`src/rtl/carry8_seq_pkg.sv`:
```
// Shared types and constants for the byte-serial CARRY8 adder/subtractor.
// Holds the FSM state encoding, operation codes and byte width.
package carry8_seq_pkg;

    localparam int BYTE_W = 8;

    localparam logic OP_ADD = 1'b0;
    localparam logic OP_SUB = 1'b1;

    typedef enum logic [1:0] {
        IDLE = 2'd0,
        RUN  = 2'd1,
        HOLD = 2'd2
    } state_t;

endpackage

```
`src/rtl/CARRY8.sv`:
```
// Behavioural stand-in for the vendor CARRY8 fast-carry primitive.
// Combinational; DUAL_CY4 restarts the chain at bit 4 from CI_TOP.
module CARRY8 #(
    parameter string CARRY_TYPE = "SINGLE_CY8"
) (
    output logic [7:0] CO,
    output logic [7:0] O,
    input  logic       CI,
    input  logic       CI_TOP,
    input  logic [7:0] DI,
    input  logic [7:0] S
);

    localparam bit DUAL = (CARRY_TYPE == "DUAL_CY4");

    always_comb begin
        logic c;
        CO = '0;
        O  = '0;
        c  = CI;
        for (int i = 0; i < 8; i++) begin
            if (DUAL && i == 4) begin
                c = CI_TOP;
            end
            O[i]  = S[i] ^ c;
            // Propagate when S is set, otherwise generate from DI.
            CO[i] = S[i] ? c : DI[i];
            c     = CO[i];
        end
    end

endmodule

```
`src/rtl/carry8_seq_adder.sv`:
```
// Byte-serial add/subtract through one CARRY8; optional ZF/OVF via CARRY8_SEQ_FLAGS_EN.
// Latency: OUT_VLD rises NBYTES cycles after the accepting edge.
// Backpressure: one operation in flight; IN_RDY only in IDLE, result held until OUT_RDY.
module carry8_seq_adder
    import carry8_seq_pkg::*;
#(
    parameter int    NBYTES     = 4,
    parameter string CARRY_TYPE = "SINGLE_CY8"
) (
    input  logic                   CLK,
    input  logic                   RSTN,
    input  logic                   IN_VLD,
    output logic                   IN_RDY,
    input  logic                   OP,
    input  logic                   CIN,
    input  logic [8*NBYTES-1:0]    A,
    input  logic [8*NBYTES-1:0]    B,
    output logic                   OUT_VLD,
    input  logic                   OUT_RDY,
    output logic [8*NBYTES-1:0]    SUM,
    output logic                   COUT
`ifdef CARRY8_SEQ_FLAGS_EN
    ,
    output logic                   ZF,
    output logic                   OVF
`endif
);

    localparam int W  = BYTE_W * NBYTES;
    localparam int CW = (NBYTES > 1) ? $clog2(NBYTES) : 1;

    state_t         state_q, state_nxt;
    logic [W-1:0]   a_q, b_q, sum_q, sum_nxt;
    logic           op_q, cy_q, cout_q;
    logic [CW-1:0]  cnt_q;
    logic [7:0]     s_byte, co, o;
    logic           accept, last_byte;

    assign accept    = IN_VLD && IN_RDY;
    assign last_byte = (cnt_q == CW'(NBYTES - 1));

    // Subtraction is A + ~B + CIN, so CIN=1 means "no borrow in".
    assign s_byte = a_q[7:0] ^ ((op_q == OP_SUB) ? ~b_q[7:0] : b_q[7:0]);

    CARRY8 #(
        .CARRY_TYPE (CARRY_TYPE)
    ) u_carry8 (
        .CO     (co),
        .O      (o),
        .CI     (cy_q),
        .CI_TOP (cy_q),
        .DI     (a_q[7:0]),
        .S      (s_byte)
    );

    // Result is shifted in from the top so bytes land in place after NBYTES steps.
    assign sum_nxt = (sum_q >> BYTE_W) | (W'(o) << (W - BYTE_W));

    always_ff @(posedge CLK) begin
        if (!RSTN) begin
            state_q <= IDLE;
        end else begin
            state_q <= state_nxt;
        end
    end

    always_comb begin
        state_nxt = state_q;
        case (state_q)
            IDLE:    if (accept)    state_nxt = RUN;
            RUN:     if (last_byte) state_nxt = HOLD;
            HOLD:    if (OUT_RDY)   state_nxt = IDLE;
            default:                state_nxt = IDLE;
        endcase
    end

    always_comb begin
        IN_RDY  = (state_q == IDLE);
        OUT_VLD = (state_q == HOLD);
    end

    always_ff @(posedge CLK) begin
        if (!RSTN) begin
            a_q    <= '0;
            b_q    <= '0;
            op_q   <= OP_ADD;
            cy_q   <= 1'b0;
            cnt_q  <= '0;
            sum_q  <= '0;
            cout_q <= 1'b0;
        end else if (accept) begin
            a_q   <= A;
            b_q   <= B;
            op_q  <= OP;
            cy_q  <= CIN;
            cnt_q <= '0;
        end else if (state_q == RUN) begin
            a_q   <= a_q >> BYTE_W;
            b_q   <= b_q >> BYTE_W;
            sum_q <= sum_nxt;
            cy_q  <= co[7];
            cnt_q <= last_byte ? '0 : cnt_q + CW'(1);
            if (last_byte) begin
                cout_q <= co[7];
            end
        end
    end

    assign SUM  = sum_q;
    assign COUT = cout_q;

`ifdef CARRY8_SEQ_FLAGS_EN
    logic zf_q, ovf_q;

    always_ff @(posedge CLK) begin
        if (!RSTN) begin
            zf_q  <= 1'b0;
            ovf_q <= 1'b0;
        end else if (state_q == RUN && last_byte) begin
            zf_q  <= (sum_nxt == '0);
            ovf_q <= co[7] ^ co[6];
        end
    end

    assign ZF  = zf_q;
    assign OVF = ovf_q;

    logic unused_co;
    assign unused_co = ^co[5:0];
`else
    logic unused_co;
    assign unused_co = ^co[6:0];
`endif

endmodule

```
`config.mk`:
```
export PLATFORM = sky130hd
export DESIGN_NAME = carry8_seq_adder
export DESIGN_NICKNAME = d
export VERILOG_FILES = /design/src/rtl/carry8_seq_pkg.sv /design/src/rtl/CARRY8.sv /design/src/rtl/carry8_seq_adder.sv
export SDC_FILE = /design/constraint.sdc
export NUM_CORES = 1
export LEC_CHECK = 0
export CAP_MARGIN = 20
export CORE_UTILIZATION = 48
export CTS_BUF_LIST = sky130_fd_sc_hd__clkbuf_4
export DETAILED_ROUTE_END_ITERATION = 12
export DONT_BUFFER_PORTS = 1
export HOLD_SLACK_MARGIN = 0.03
export MAX_ROUTING_LAYER = met4
export PLACE_DENSITY = 0.65
export SETUP_SLACK_MARGIN = 0.5
export SYNTH_ARGS = -nofsm -noshare
export SYNTH_HDL_FRONTEND = slang
export SYNTH_SLANG_ARGS = --single-unit
```
`constraint.sdc`:
```
create_clock -name CLK -period 2.24 [get_ports CLK]
set_clock_uncertainty 0.05 [all_clocks]
set_input_delay 0.112 -clock CLK [delete_from_list [all_inputs] [get_ports CLK]]
set_output_delay 0.112 -clock CLK [all_outputs]
set_load 0.02 [all_outputs]
```
==> results.cfg <==
[die]
start_util_pct = 50.2
die_h_um = 98.2
die_width_um = 98.2
row_count = 34
ios = 105
fp.dieArea_mm2 = 0.00965
core-area_mm2 = 0.00885

[timing]
setup_viol = 4
tightest_slew_ps = 790
fmax_ghz = 0.430
period_share_pct = 104
max_slew_margin_pct = 47.2
rsz0062_at_grt = yes
setup_tns_ps = -179
finalHoldViolations = 0
slew_viol_final = 0
hold-worst-slack_ps = 102
layout_min_cycle_time_ps = 2330
worst_slack_ps = -87.8

[layout]
drive_above_1_share_pct = 16.2
instances_no_fill = 738
finish.utilization_pct = 66.4
area_growth_pct = 32.2
nFillCells = 734
antenna_cells = 0
layout.nets = 697

[logic_synthesis]
syn_nets = 619
avgSynthCellArea_um2 = 8.11
ys_async_sr_fraction_pct = 0
ys.warnings.count = 0
ys.flop_type = dfxtp_1
synth_edf_count = 0
synthCells = 548
synth-seq-cells = 103
ys_seq_area_share_pct = 46.4
netlist-cell-type-count = 50
syn_area_mm2 = 0.00444

[worst_setup_path]
critPathMaxFanout = 6
reg2reg_depth = 9
regToRegSetupSlack_ps = -90
critPathCaptureType = register
startpoint = op_q$_SDFFE_PN0P_
path_buf_inv = 2
timing.critical_path.cells = buf_4, xnor2_2, o21ai_1, buf_4, nor2_2, maj3_2, and2_4, or4_4, a31oi_1
start_kind = register
crit_required_ps = 2590
cp_top_family = simple AND/OR/NAND/NOR gates
arrival_ps = 2670
r2r-end = SUM[28]$_SDFFE_PN0P_
cp-endpoint = SUM[28]$_SDFFE_PN0P_
crit_type = reg -> reg
cp.depth = 9
slowest_stage = or4_4
r2r_start = op_q$_SDFFE_PN0P_
cp_common_cell = buf_4
max_stage_delay_ps = 490

[routing]
viasPerCell = 5.68
drt_wl_total_um = 12600
drc = 3
drtIter0Drc = 182
vias = 4189
detail-route-antenna-nets = 0
dr.pass1.iters = 9
wire_per_inst_um = 17.1

[global_route]
grt_max_degree = 91
grt_pass1_wl_um = 19900
grt_pass1_vias = 4144
overflow = 0
grt_util_all_layers_pct = 26.7
antenna_found_initial = 0

[pwr]
switching_share_pct = 30.9
p_switching_w = 0.00119
pwr-share-clk_pct = 26.1
p_comb_share_pct = 20.6
vdd.ir_drop.worst_uv = 340
seqPwrFrac_pct = 53.3
p_leak_nw = 2.15
internal_power_w = 0.00265
p_per_area_mw_per_mm2 = 654

[min_path]
min_path_type = in -> reg

[placed_design]
dp_hpwl_um = 7130
gp_congestion = 0.783
placed_cells = 638
place_ws_ps = -142
port_buffers = 0

[clock_tree]
cts_made_buffers = 9
clockBufferDepth = 2
clk_latency_ps = 450
cts-htree-levels = 3
cts_tree = done
ctsRootBufferMaster = clkbuf_4
cts.sinks = 103
clkTransAtPathRegs_ps = 170

[job]
maxCapViolCount = 0

[status]
violations = DRC, setup timing
status = finished with violations
==> worst min path at each step <==
stage,depth (start not counted),to,slack (ps),start
after floorplan,2,op_q$_SDFFE_PN0P_,190,OP
after global placement,1,SUM[30]$_SDFFE_PN0P_,190,RSTN
after detailed placement,1,SUM[30]$_SDFFE_PN0P_,200,RSTN
after CTS,2,a_q[24]$_SDFFE_PN0P_,70,RSTN
after global routing,4,a_q[16]$_SDFFE_PN0P_,90,IN_VLD
final,4,a_q[19]$_SDFFE_PN0P_,100,IN_VLD
==> cells in the final DEF, fill, tap and decap left out, types with 2 or more instances in the layout <==
master	count
nand2_1	121
dfxtp_1	100
a21oi_1	94
dlygate4sd3_1	69
a22oi_1	49
buf_4	30
nand3_1	22
nor2_1	13
xnor2_1	10
inv_1	9
clkbuf_4	9
buf_6	8
nor2_4	4
xor2_2	4
and2_4	3
a21o_1	3
xnor2_2	3
a21oi_2	3
a31oi_1	3
o21ai_0	3
maj3_2	3
maj3_1	3
nor3_1	3
a211oi_1	3
buf_12	3
nor2b_1	2
o21ai_1	2
xor2_1	2
nor2_2	2
dfxtp_2	2
==> kinds of logic (layout without fill, tap and decap cells) <==
group           count (synthesis)  after routing  synth area share (%)
simple gates                  180            183                  17.1
fa+ha+maj                       7              7                  1.69
buf+inv                        59            138                  5.58
xor+xnor                       20             20                  4.11
compound gates                178            178                  24.9
mux                             1              1                 0.225
flops                         103            103                  46.4
==> power groups by stage <==
stage          Combinational (W)  Sequential [W]  Clock (W)
6_report                0.000792         0.00205    0.00100
3_5_place_dp            0.000569         0.00209          0
5_1_grt                 0.000860         0.00206    0.00108
3_3_place_gp            0.000554         0.00208          0
2_1_floorplan           0.000441         0.00206          0
4_1_cts                 0.000730         0.00205   0.000995
==> repair_timing <==
| item | CTS | global route |
|---|---|---|
| endpoints found under the hold margin | 72 | 0 |
| buffers inserted | 8 | 4 |
| resized for setup | 25 | 21 |
| hold buffers | 69 | 0 |
| pin swaps | 18 | 17 |
| gates cloned | 2 | 2 |
| setup endpoints to repair | 73 | 71 |
==> synthesized netlist by cell type (5+ instances only) <==
master | instances | share of area (%)
a22oi_1 | 49 | 8.3
clkbuf_1 | 38 | 3.2
nand3_1 | 22 | 2.5
nor2_1 | 16 | 1.4
a21oi_1 | 97 | 11
buf_1 | 5 | 0.42
xnor2_1 | 13 | 2.6
o21ai_0 | 5 | 0.56
inv_1 | 9 | 0.76
xor2_1 | 6 | 1.2
nand2_1 | 122 | 10
dfxtp_1 | 103 | 46
==> flip-flops by register name, indices dropped and copies added, names as in the netlist <==
register and flops:
a_q 32, cy_q 1, cnt_q 2, COUT 1
b_q 32, op_q 1, SUM 32, state_q 2
==> metal layers <==
metal | vias up | GRT usage (%) | part of all wire, %
met5 | - | - | 0
met1 | 1966 | 30.8 | 41
met3 | 25 | 6.30 | 5.5
met2 | 129 | 45.0 | 51
li1 | 2069 | - | -
met4 | 0 | 10.2 | 2.4
==> worst register-to-register path, stage by stage (launching register included) <==
cell	delay (ps)
dfxtp_4	410
buf_4	150
xnor2_2	120
o21ai_1	200
buf_4	170
nor2_2	40
maj3_2	320
and2_4	160
or4_4	490
a31oi_1	160
==> stage by stage <==
| stage | total power (W) | area (µm²) |
|---|---|---|
| 2_1_floorplan | 0.00250 | 4520 |
| 3_3_place_gp | 0.00264 | 4730 |
| 3_5_place_dp | 0.00266 | 4730 |
| 4_1_cts | 0.00377 | 5740 |
| 5_1_grt | 0.00400 | 5870 |
| 6_report | 0.00384 | 5870 |
==> cell type report <==
class | count | area, µm² | area share [%]
timing repair buffer | 113 | 1130 | 19.3
inverter | 10 | 37.5 | 0.639
clock buffer | 9 | 67.6 | 1.15
clock inverter | 6 | 70.1 | 1.19
sequential | 103 | 2070 | 35.2
multi-input combinational | 389 | 2360 | 40.2
tap | 108 | 135 | 2.30
No activity file was read; power rests on OpenSTA's default activity.
